$ cat config.mk
export PLATFORM = sky130hd
export DESIGN_NAME = pc_fetch
export DESIGN_NICKNAME = d
export VERILOG_FILES = /design/src/rtl/pc_fetch.sv
export SDC_FILE = /design/constraint.sdc
export NUM_CORES = 1
export LEC_CHECK = 0
export CORE_MARGIN = 10
export CORE_UTILIZATION = 41
export DETAILED_ROUTE_END_ITERATION = 10
export GPL_ROUTABILITY_DRIVEN = 0
export PLACE_DENSITY = 0.86
export RECOVER_POWER = 50
export REMOVE_ABC_BUFFERS = 1
export SLEW_MARGIN = 5
export SYNTH_ARGS = -nofsm -noshare
export SYNTH_HDL_FRONTEND = slang
export SYNTH_SLANG_ARGS = --single-unit
export TNS_END_PERCENT = 50
$ cat constraint.sdc
create_clock -name clk -period 5.4 [get_ports clk]
set_input_delay 0.54 -clock clk [delete_from_list [all_inputs] [get_ports clk]]
set_output_delay 0.54 -clock clk [all_outputs]
set_load 0.03 [all_outputs]
$ cat src/rtl/pc_fetch.sv
// Instruction-fetch front end: owns the PC, feeds the external PC+4 adder,
// addresses combinational instruction memory and fills the IF/ID register.
module pc_fetch #(
   parameter logic [31:0] RESET_PC  = 32'h0000_0000,
   parameter logic [31:0] NOP_INSTR = 32'h0000_0000
) (
   input  logic        clk,
   input  logic        rst_n,
   input  logic        stall,
   input  logic        redirect,
   input  logic [31:0] redirect_pc,
   output logic [31:0] adder_a,
   output logic [31:0] adder_b,
   input  logic [31:0] pc_plus4,
   output logic [31:0] imem_addr,
   input  logic [31:0] imem_rdata,
   output logic        if_id_valid,
   output logic [31:0] if_id_instr,
   output logic [31:0] if_id_pc4,
   output logic        fetch_fault
);

   // state   | meaning
   // ST_BOOT | first cycle after reset release; PC and IF/ID untouched
   // ST_RUN  | normal fetch: redirect > stall > sequential
   // ST_HALT | misaligned redirect seen; frozen until rst_n
   typedef enum logic [1:0] {
      ST_BOOT = 2'd0,
      ST_RUN  = 2'd1,
      ST_HALT = 2'd2
   } state_e;

   state_e      state_q, state_d;
   logic [31:0] pc_q, pc_d;
   logic        if_id_valid_q, if_id_valid_d;
   logic [31:0] if_id_instr_q, if_id_instr_d;
   logic [31:0] if_id_pc4_q, if_id_pc4_d;
   logic        fetch_fault_q, fetch_fault_d;
   logic        redirect_bad;

   assign redirect_bad = redirect && (redirect_pc[1:0] != 2'b00);

   always_ff @(posedge clk or negedge rst_n) begin
      if (!rst_n) begin
         state_q       <= ST_BOOT;
         pc_q          <= RESET_PC;
         if_id_valid_q <= 1'b0;
         if_id_instr_q <= NOP_INSTR;
         if_id_pc4_q   <= 32'h0000_0000;
         fetch_fault_q <= 1'b0;
      end else begin
         state_q       <= state_d;
         pc_q          <= pc_d;
         if_id_valid_q <= if_id_valid_d;
         if_id_instr_q <= if_id_instr_d;
         if_id_pc4_q   <= if_id_pc4_d;
         fetch_fault_q <= fetch_fault_d;
      end
   end

   always_comb begin
      state_d = state_q;
      case (state_q)
         ST_BOOT: state_d = ST_RUN;
         ST_RUN:  if (redirect_bad) state_d = ST_HALT;
         ST_HALT: state_d = ST_HALT;
         default: state_d = ST_BOOT;
      endcase
   end

   always_comb begin
      pc_d          = pc_q;
      if_id_valid_d = if_id_valid_q;
      if_id_instr_d = if_id_instr_q;
      if_id_pc4_d   = if_id_pc4_q;
      fetch_fault_d = fetch_fault_q;
      case (state_q)
         ST_RUN: begin
            if (redirect_bad) begin
               if_id_valid_d = 1'b0;
               if_id_instr_d = NOP_INSTR;
               fetch_fault_d = 1'b1;
            end else if (redirect) begin
               // redirect wins over stall: the stalled instruction is on the wrong path
               pc_d          = redirect_pc;
               if_id_valid_d = 1'b0;
               if_id_instr_d = NOP_INSTR;
            end else if (!stall) begin
               pc_d          = pc_plus4;
               if_id_valid_d = 1'b1;
               if_id_instr_d = imem_rdata;
               if_id_pc4_d   = pc_plus4;
            end
         end
         ST_HALT: begin
            if_id_valid_d = 1'b0;
            fetch_fault_d = 1'b1;
         end
         default: ;
      endcase
   end

   assign adder_a     = pc_q;
   assign adder_b     = 32'd4;
   assign imem_addr   = pc_q;
   assign if_id_valid = if_id_valid_q;
   assign if_id_instr = if_id_instr_q;
   assign if_id_pc4   = if_id_pc4_q;
   assign fetch_fault = fetch_fault_q;

endmodule
==> qor.json <==
{
  "yosys": {
    "seq_area_frac_synth_pct": 54.8,
    "synth_area_leader_cell": "dfrtp_1",
    "syn_area_per_cell_um2": 13.8,
    "netlist_area_before_placement_um2": 4570,
    "synth_top_cell_area_share_pct": 54.8,
    "yosys.cell_types.count": 23,
    "synthesis.yosys.warnings": 0,
    "syn_inst": 330,
    "netlist_top_cells_area": "dfrtp_1 (55%), mux2_2 (16%), buf_4 (11%)",
    "synth_seq_cells": 100
  },
  "sta": {
    "max-slew-margin-rel_pct": -44.0,
    "clock-skew-final_ps": 15.3,
    "hold-worst-slack_ps": 452,
    "setup-violations-final": 0,
    "layout_min_cycle_time_ps": 3410,
    "final-max-slew-violation-count": 77,
    "number_of_endpoints_with_negative_hold_slack_in_the_final_report": 0,
    "grt_setup_unrepaired": "false",
    "maximum_achievable_frequency_mhz": 294,
    "setup_total_negative_slack_ps": 0,
    "min_period_over_period_pct": 63.1,
    "max_slew.worst_pin.slew_ps": 2160
  },
  "clocking": {
    "post_cts_buffers": 0,
    "clkTransAtPathRegs_ps": 90,
    "cts-buffers-inserted": 9,
    "ctsHtreeMaxLevel": 3,
    "insertion_delay_of_the_later_clocked_pin_in_the_worst_skew_pair_ps": 360,
    "tritoncts": "yes",
    "clock_tree.root_cell": "clkbuf_8",
    "post_cts_resize_count": 0,
    "cts_buffer_depth": 2,
    "cts.hold.buffers_added": 0,
    "cts_num_sinks": 100
  },
  "worst_setup_path": {
    "reg2reg_slack_ps": 2960,
    "cp-startpoint": "redirect",
    "worstPathArrival_ps": 3630,
    "timing_worst_setup_path_type": "primary input to register",
    "crit_path_start_kind": "primary input",
    "cp.required_ps": 5630,
    "worst-r2r-cell-count": 5,
    "cp_max_fo": 35,
    "cp-endpoint": "adder_a[5]$_DFFE_PN0P_",
    "timing.rr.end": "adder_a[24]$_DFFE_PN0P_",
    "crit_path_end_kind": "register",
    "timing.rr.start": "state_q[1]$_DFFE_PN0N_"
  },
  "outcome": {
    "outcome": "finished, violations left",
    "failed_checks": "capacitance limit, slew limit"
  },
  "layout": {
    "final_non_filler_cell_area_um2": 6810,
    "mostFrequentLayoutCells": "clkdlybuf4s50_1 (166), dfrtp_1 (100), mux2_2 (66)",
    "final_common_cell": "clkdlybuf4s50_1",
    "num_antenna_cells": 0,
    "net_total_in_the_final_layout": 624,
    "layout-drive-gt1-share_pct": 16.6,
    "layout-area-overhead-vs-synth_pct": 49.1,
    "finish.cell_count_without_fillers": 665,
    "fillerInstances": 832
  },
  "power_and_ir_drop": {
    "p_sw_uw": 1960,
    "combinational_fraction_of_design_power_pct": 58.0,
    "power.leakage_uw": 0.00302,
    "netSwitchingFraction_pct": 44.4,
    "design_power_total_uw": 4400,
    "power-per-cell-area_nw_per_um2": 646,
    "seq_power_share_pct": 30.7,
    "part_of_the_power_in_the_clock_network_pct": 11.4,
    "vdd_ir_drop_max_v": 0.000387,
    "internal_power_uw": 2450
  },
  "die": {
    "die_width_um": 126,
    "floorplan.io_pins": 262,
    "placementRows": 38,
    "start_util_pct": 41.9,
    "fp.coreArea_um2": 10900,
    "fp.dieH_um": 126,
    "design.die.area_um2": 15800
  },
  "global_routing": {
    "grt_remaining_overflow": 0,
    "grt_start_max_net_pins": 67,
    "via_count_of_the_first_global_routing_pass": 3657,
    "groute.usage.overall_pct": 16.4,
    "first_pass_grt_wire_length_um": 21000,
    "grt_antenna_before_repair": 0
  },
  "detailed_routing": {
    "wl_per_cell_um": 19.9,
    "vias": 3231,
    "drt_iter0_drc": 135,
    "postRouteWirelength_um": 13300,
    "drc": 0,
    "detail_route.vias_per_cell": 4.86,
    "drt_pass1_iterations": 4,
    "postRouteAntennaNets": 0
  },
  "run": {
    "maxCapViolations": 2
  },
  "placement": {
    "io_buffer_count": 229,
    "placed_cells": 650,
    "detailed_place.area_um2": 6610,
    "place_hpwl_um": 10300
  },
  "hold_path": {
    "hold_class": "register to register"
  }
}
==> logic make-up (layout without fill, tap and decap cells) <==
| kind of cell | Yosys count | count (layout) | synth area share [%] |
|---|---|---|---|
| AO/OA/AOI/OAI | 39 | 39 | 7.32 |
| AND/OR/NAND/NOR | 6 | 6 | 0.795 |
| flip-flops | 100 | 100 | 54.8 |
| other | 2 | 32 | 0.164 |
| adder cells (fa/ha/maj) | 3 | 3 | 0.822 |
| buffers and inverters | 85 | 250 | 12.7 |
| multiplexers | 95 | 95 | 23.4 |
==> routing by layer <==
layer	share of wire, %	vias up	track usage [%]
met5	0	-	0
met4	1.2	0	4.74
met3	14	14	9.51
met1	37	1591	17.3
li1	-	1445	-
met2	48	181	27.1
==> sequential cells by signal, summed over array words and instances, names as in the netlist <==
signal and cells:
adder_a 32, if_id_valid 1, if_id_pc4 32, state_q 2, fetch_fault 1, if_id_instr 32
==> power by group through the flow <==
stage / clock network (µW) / logic [µW] / registers (µW)
5_1_grt: 546 / 2680 / 1400
6_report: 500 / 2550 / 1350
4_1_cts: 512 / 2670 / 1370
3_3_place_gp: 0 / 2630 / 1350
2_1_floorplan: 0 / 456 / 2310
3_5_place_dp: 0 / 2660 / 1370
==> worst min-delay path by stage <==
stage | from | end | slack, ps | cells after the start
finish | fetch_fault$_DFFE_PN0P_ | fetch_fault$_DFFE_PN0P_ | 450 | 1
global route | fetch_fault$_DFFE_PN0P_ | fetch_fault$_DFFE_PN0P_ | 470 | 1
CTS | rst_n | if_id_pc4[13]$_DFFE_PN0P_ | 160 | 1
detailed placement | fetch_fault$_DFFE_PN0P_ | fetch_fault$_DFFE_PN0P_ | 450 | 1
global placement | fetch_fault$_DFFE_PN0P_ | fetch_fault$_DFFE_PN0P_ | 440 | 1
floorplan | rst_n | adder_a[0]$_DFFE_PN0P_ | 240 | 0
==> through the flow <==
step,util [%],worst slack [ps]
6_report,62.5,1990
5_1_grt,62.5,1510
3_3_place_gp,60.7,2570
3_5_place_dp,60.7,2510
2_1_floorplan,-,823
4_1_cts,62.6,2910
==> cell type report <==
cell class	count	area (µm²)	share of cell area, %
Clock inverter	3	45.0	0.661
Clock buffer	12	165	2.43
Multi-Input combinational cell	175	1620	23.7
Timing Repair Buffer	231	2290	33.7
Tap cell	140	175	2.57
Sequential cell	100	2500	36.7
Inverter	4	15.0	0.220
==> synthesized netlist by cell type, drive strengths merged <==
master  number
nor3b        1
or2          1
a31oi        1
a21o         1
nor2         1
a22o        34
buf         77
nor2b        1
mux2i        1
ha           3
dfrtp      100
o22ai        1
conb         2
clkbuf       4
inv          4
o21ai        2
nand2        2
mux2        94
==> worst max-delay path, cell delays in order <==
cell and delay (ps):
clkbuf_1 1490, a31oi_4 970, mux2_1 590
Power figures use the tool's default switching activity.
